`src/rtl/amo_arbiter.sv`:
```
// ---------------------------------------------------------------------------
// amo_arbiter
//   Shares the single D$ AMO port between NR_PORTS AMO requesters.
//   Round-robin grant, one AMO in flight. The granted request is snapshotted
//   into an output register and held until the cache acks; the ack/result is
//   routed back to the owning port only.
//
// Ports
//   clk_i       in   clock
//   rst_i       in   synchronous reset, active-high
//   amo_req_i   in   per-port AMO request (.req held until own ack)
//   amo_resp_o  out  per-port response (ack, result), result gated by ack
//   amo_req_o   out  registered request to the D$
//   amo_resp_i  in   response from the D$
//   busy_o      out  an AMO is outstanding
//   spurious_o  out  sticky: ack seen while idle, cleared by reset only
// ---------------------------------------------------------------------------
package ariane_pkg;
  typedef enum logic [3:0] {
    AMO_NONE, AMO_LR, AMO_SC, AMO_SWAP, AMO_ADD, AMO_AND, AMO_OR,
    AMO_XOR, AMO_MAX, AMO_MAXU, AMO_MIN, AMO_MINU, AMO_CAS1, AMO_CAS2
  } amo_t;

  typedef struct packed {
    logic        req;
    amo_t        amo_op;
    logic [1:0]  size;
    logic [63:0] operand_a;
    logic [63:0] operand_b;
  } amo_req_t;

  typedef struct packed {
    logic        ack;
    logic [63:0] result;
  } amo_resp_t;
endpackage

module amo_arbiter #(
  parameter int unsigned NR_PORTS = 2
) (
  input  logic                                  clk_i,
  input  logic                                  rst_i,
  input  ariane_pkg::amo_req_t  [NR_PORTS-1:0]  amo_req_i,
  output ariane_pkg::amo_resp_t [NR_PORTS-1:0]  amo_resp_o,
  output ariane_pkg::amo_req_t                  amo_req_o,
  input  ariane_pkg::amo_resp_t                 amo_resp_i,
  output logic                                  busy_o,
  output logic                                  spurious_o
);
  localparam int unsigned IDX_W = $clog2(NR_PORTS);

  typedef enum logic {IDLE, BUSY} state_t;

  state_t               state_reg, state_next;
  logic [IDX_W-1:0]     rr_ptr_reg, rr_ptr_next;
  logic [IDX_W-1:0]     sel_reg, sel_next;
  ariane_pkg::amo_req_t req_reg, req_next;
  logic                 spurious_reg, spurious_next;

  logic [IDX_W-1:0]     win_idx;
  logic                 win_valid;
  logic [IDX_W:0]       cand;

  // Rotating priority scan starting at rr_ptr. cand is one bit wider than an
  // index so rr_ptr + offset can be folded back below NR_PORTS even when
  // NR_PORTS is not a power of two.
  always_comb begin
    win_valid = 1'b0;
    win_idx   = '0;
    cand      = '0;
    for (int unsigned i = 0; i < NR_PORTS; i++) begin
      cand = {1'b0, rr_ptr_reg} + (IDX_W+1)'(i);
      if (cand >= (IDX_W+1)'(NR_PORTS)) begin
        cand = cand - (IDX_W+1)'(NR_PORTS);
      end
      if (!win_valid && amo_req_i[cand[IDX_W-1:0]].req) begin
        win_valid = 1'b1;
        win_idx   = cand[IDX_W-1:0];
      end
    end
  end

  // Next-state logic. No grant is evaluated in BUSY, so the ack cycle can
  // never issue a new request: an idle cycle always separates two AMOs.
  always_comb begin
    state_next    = state_reg;
    rr_ptr_next   = rr_ptr_reg;
    sel_next      = sel_reg;
    req_next      = req_reg;
    spurious_next = spurious_reg;
    case (state_reg)
      IDLE: begin
        if (amo_resp_i.ack) begin
          spurious_next = 1'b1;
        end
        if (win_valid) begin
          state_next   = BUSY;
          sel_next     = win_idx;
          req_next     = amo_req_i[win_idx];
          req_next.req = 1'b1;
        end
      end
      BUSY: begin
        // A requester withdrawing .req does not cancel: the D$ op completes.
        if (amo_resp_i.ack) begin
          state_next   = IDLE;
          req_next.req = 1'b0;
          rr_ptr_next  = (sel_reg == IDX_W'(NR_PORTS - 1)) ? '0
                                                           : sel_reg + IDX_W'(1);
        end
      end
      default: state_next = IDLE;
    endcase
  end

  always_ff @(posedge clk_i) begin
    if (rst_i) begin
      state_reg    <= IDLE;
      rr_ptr_reg   <= '0;
      sel_reg      <= '0;
      req_reg      <= '0;
      spurious_reg <= 1'b0;
    end else begin
      state_reg    <= state_next;
      rr_ptr_reg   <= rr_ptr_next;
      sel_reg      <= sel_next;
      req_reg      <= req_next;
      spurious_reg <= spurious_next;
    end
  end

  // Response routing: only the owning port sees the ack, and result is
  // forced to zero whenever ack is low.
  generate
    for (genvar gi = 0; gi < NR_PORTS; gi++) begin : g_resp
      always_comb begin
        amo_resp_o[gi] = '0;
        if (state_reg == BUSY && amo_resp_i.ack && sel_reg == IDX_W'(gi)) begin
          amo_resp_o[gi].ack    = 1'b1;
          amo_resp_o[gi].result = amo_resp_i.result;
        end
      end
    end
  endgenerate

  assign amo_req_o  = req_reg;
  assign busy_o     = (state_reg == BUSY);
  assign spurious_o = spurious_reg;

endmodule

```
`config.mk`:
```
export PLATFORM = sky130hd
export DESIGN_NAME = amo_arbiter
export DESIGN_NICKNAME = d
export VERILOG_FILES = /design/src/rtl/amo_arbiter.sv
export SDC_FILE = /design/constraint.sdc
export NUM_CORES = 1
export LEC_CHECK = 0
export BUFFER_PORTS_ARGS = -buffer_cell sky130_fd_sc_hd__buf_2
export CORE_AREA = 2 2 234 236
export DETAILED_ROUTE_END_ITERATION = 8
export DIE_AREA = 0 0 236 238
export MAX_ROUTING_LAYER = met4
export PLACE_DENSITY_LB_ADDON = 0.15
export SYNTH_ARGS = -nofsm -noshare
export SYNTH_HDL_FRONTEND = slang
export SYNTH_SLANG_ARGS = --single-unit
```
`constraint.sdc`:
```
create_clock -name clk_i -period 4 [get_ports clk_i]
set_clock_uncertainty 0.1 [all_clocks]
set_input_delay 0.2 -clock clk_i [delete_from_list [all_inputs] [get_ports clk_i]]
set_output_delay 0.2 -clock clk_i [all_outputs]
set_load 0.05 [all_outputs]
```
==> PnR_summary.wiki <==
{| class="wikitable"
! Metric !! Value
|-
| Post-synth EDFFs || 0
|-
| Buffering stage count on the worst path with inverters included || 3
|-
| Area delta synth->final || 94.9%
|-
| IO buf count || 603
|-
| Count of different cell masters after synthesis || 22
|-
| Classification of the worst setup path || reg -> reg
|-
| Setup TNS || 0 ns
|-
| Headroom to the max-slew limit || 39.8%
|-
| Main synth FF type || sky130_fd_sc_hd__dfxtp_1
|-
| Global route total overflow || 0
|-
| Cell repeated most along the worst path || sky130_fd_sc_hd__dlygate4sd3_1
|-
| R2R setup slack || 1.07 ns
|-
| Detailed placement HPWL || 29.3 mm
|-
| Source-to-sink clock delay at the later pin of the worst-skew pair || 0.47 ns
|-
| Clk sink count || 139
|-
| Number of max-slew violations in the final report || 0
|-
| Path class of the lowest-slack min-delay path || in -> reg
|-
| Endpoint kind of the worst setup timing path || register
|-
| Number of global-route vias before repair || 10300
|-
| Total standard cell area after synthesis || 0.00723 mm²
|-
| Total CTS buffers || 17
|-
| Cell area after placement || 0.0108 mm²
|-
| Worst setup path startpoint || rr_ptr_reg
|-
| Final routed DRC violation total || 0
|-
| Share of the synthesized area in the top cell type || 38.5%
|-
| Final hold violation count || 0
|-
| H-tree levels || 4
|-
| Outcome || finished, final reports clean
|-
| Top-level I/O count || 604
|-
| Synth cell count leaders || 139 x sky130_fd_sc_hd__dfxtp_1, 137 x sky130_fd_sc_hd__nor2_1, 134 x sky130_fd_sc_hd__a311oi_1, 134 x sky130_fd_sc_hd__nand3_1, 128 x sky130_fd_sc_hd__and2_1
|-
| Post-synth top area cell || sky130_fd_sc_hd__dfxtp_1
|-
| Global-route wire length before repair || 63.6 mm
|-
| Clk pin slew, worst setup/hold paths || 0.06 ns
|-
| Stages on the worst setup path || 6
|-
| CP required || 4.32 ns
|-
| Total nets after synthesis || 1276
|-
| Deepest clock path buffer count || 2
|-
| Ratio of cells with drive above 1 in the final layout || 37.3%
|-
| Die Outline Area || 0.0562 mm²
|-
| Vias || 10400
|-
| Cell depth of the worst flop-to-flop path || 6
|-
| Peak fanout along the critical path || 66
|-
| Floorplan die width || 236 µm
|-
| Pwr per Cell Area || 354 mW/mm²
|-
| Post-route ant nets || 0
|-
| Max cap viols || 0
|-
| Yosys Warn Count || 0
|-
| Largest net degree at the start of global routing || 134
|-
| Final setup violating endpoints || 0
|-
| Total power after layout || 4990 µW
|-
| CTS tree || yes
|-
| Destination of the critical timing path || amo_req_o[2]
|-
| Root Buffer Master || sky130_fd_sc_hd__clkbuf_16
|-
| Slew of the pin with the lowest slew margin || 0.903 ns
|-
| Wirelength per Cell || 17.7 µm
|-
| F_max || 342 MHz
|-
| Kind of cell adding the most delay to the critical path || buffers and inverters
|-
| Post-synthesis sequential area ratio || 38.5%
|-
| # rows || 85
|-
| Antenna violations before repair || 8
|-
| Startpoint of the worst hold path || rst_i
|-
| Cell-by-cell listing of the critical path || nand2b_4 -> buf_12 -> nand3_1 -> dlygate4sd3_1 -> a311oi_1 -> dlygate4sd3_1
|-
| Setup WS pre-CTS || 1.81 ns
|-
| Unrepaired setup endpoints after global routing || false
|-
| Crit path max-delay cell type || sky130_fd_sc_hd__dlygate4sd3_1
|-
| Leakage || 0.00673 µW
|-
| Tot GR Track Use || 15.3%
|-
| Max stage delay on crit path || 0.57 ns
|-
| Cell area after layout || 0.0141 mm²
|-
| Layout filler cell count || 6027
|-
| Height of the chip || 238 µm
|-
| Setup WS post-layout || 1.07 ns
|-
| Number of DRC violations after detailed-routing iteration 0 || 512
|-
| Number of flip-flops under the largest register name || 135
|-
| Post-layout min period || 2.93 ns
|-
| Final routed wirelength across all metal layers || 43.1 mm
|-
| Via-to-Cell Ratio || 4.25
|-
| Async set-reset flop share out of synthesis || 0%
|-
| Peak supply drop || 322 µV
|-
| Reg-to-reg endpoint || amo_req_o[2]
|-
| Beginning of the worst register-to-register path || rr_ptr_reg
|-
| Number of storage elements in the synthesis netlist || 139
|-
| Crit path DAT || 3.25 ns
|-
| Count leader, synth || sky130_fd_sc_hd__dfxtp_1
|-
| Synthesized instance count || 939
|-
| Starting Density || 13.5%
|-
| Buffer count from post-CTS setup fixing || 0
|-
| Standard cell core area || 0.0535 mm²
|-
| Average cell area after synthesis || 7.70 µm²
|-
| Global placer's final weighted congestion || 0.859
|-
| Top post-synthesis cells by area || sky130_fd_sc_hd__dfxtp_1 38%, sky130_fd_sc_hd__a311oi_1 16%, sky130_fd_sc_hd__and2_1 11%, sky130_fd_sc_hd__nand3_1 9.3%, sky130_fd_sc_hd__o21ai_0 7.6%
|-
| Post-layout net count || 2068
|-
| Critical path startpoint category || register
|-
| Final clock period utilization by the worst path || 73.2%
|-
| Count of TritonRoute iterations in the first routing pass || 5
|}
[area by class of cell]
cell class	count	area, µm²	area share (%)
timing repair buffer	891	5950	42.2
multi-input combinational	679	3940	27.9
sequential	139	2780	19.7
tap	696	871	6.18
clock buffer	23	458	3.25
clock inverter	7	70.1	0.497
inverter	3	13.8	0.0976
antenna	5	12.5	0.0888
[where the power goes]
group          internal [µW]  total [µW]  switching [µW]
Clock                    860        1540             679
Combinational            660        1850            1190
Sequential              1530        1600            74.4
Total                   3050        4990            1940
[cell families after synthesis]
family,count (synthesis),share of synthesized area (%)
AND/OR/NAND/NOR,404,27.9
AO/OA/AOI/OAI,275,26.2
flip-flops,139,38.5
buffers and inverters,121,7.42
[layer usage]
layer | track usage, % | routed length, µm | share of wire (%)
met1 | 19.2 | 19400 | 45
met2 | 23.8 | 20100 | 47
met3 | 4.08 | 2940 | 6.8
met4 | 5.02 | 666 | 1.5
met5 | - | 0 | 0
[worst reg2reg max path: cells and delay by family, from the launching register on]
kind / cells / cell delay (ns)
buf+inv: 3 / 1.48
flops: 1 / 0.39
compound gates: 1 / 0.25
simple gates: 2 / 0.66
[cell usage in the layout (no fill, tap or decap), types with 2 or more instances in the layout]
cell type / instances
sky130_fd_sc_hd__a311oi_1: 134
sky130_fd_sc_hd__nor2_1: 136
sky130_fd_sc_hd__clkinv_2: 3
sky130_fd_sc_hd__buf_12: 7
sky130_fd_sc_hd__clkbuf_16: 17
sky130_fd_sc_hd__clkinv_4: 2
sky130_fd_sc_hd__dlygate4sd3_1: 272
sky130_fd_sc_hd__o21ai_1: 24
sky130_fd_sc_hd__buf_2: 601
sky130_fd_sc_hd__inv_1: 2
sky130_fd_sc_hd__and2_1: 128
sky130_fd_sc_hd__nand3_1: 134
sky130_fd_sc_hd__a21oi_1: 3
sky130_fd_sc_hd__o21ai_0: 110
sky130_fd_sc_hd__clkbuf_1: 5
sky130_fd_sc_hd__dfxtp_1: 139
sky130_fd_sc_hd__buf_4: 11
sky130_fd_sc_hd__diode_2: 5
[per-stage QoR]
stage | instances | utilization, % | hold WS, ns
6_report | 2443 | 26.4 | 0.220
5_1_grt | 2443 | 26.4 | 0.272
4_1_cts | 2438 | 26.3 | 0.187
3_5_place_dp | 2136 | 20.3 | 0.373
3_3_place_gp | 2136 | 20.3 | 0.355
2_1_floorplan | 939 | - | 0.237
[timing repair]
item	CTS	global route
resized for setup	0	0
hold buffers	272	0
endpoints found under the hold margin	138	0
[worst min-delay path by stage]
stage                                 to  slack, ns  cells past startpoint
after floorplan                   busy_o       0.24                      1
after detailed placement  amo_req_o[134]       0.37                      1
after global routing              busy_o       0.27                      3
final                             busy_o       0.22                      3
after CTS                         busy_o       0.19                      3
after global placement    amo_req_o[134]       0.35                      1
(Power assumes the default switching activity.)
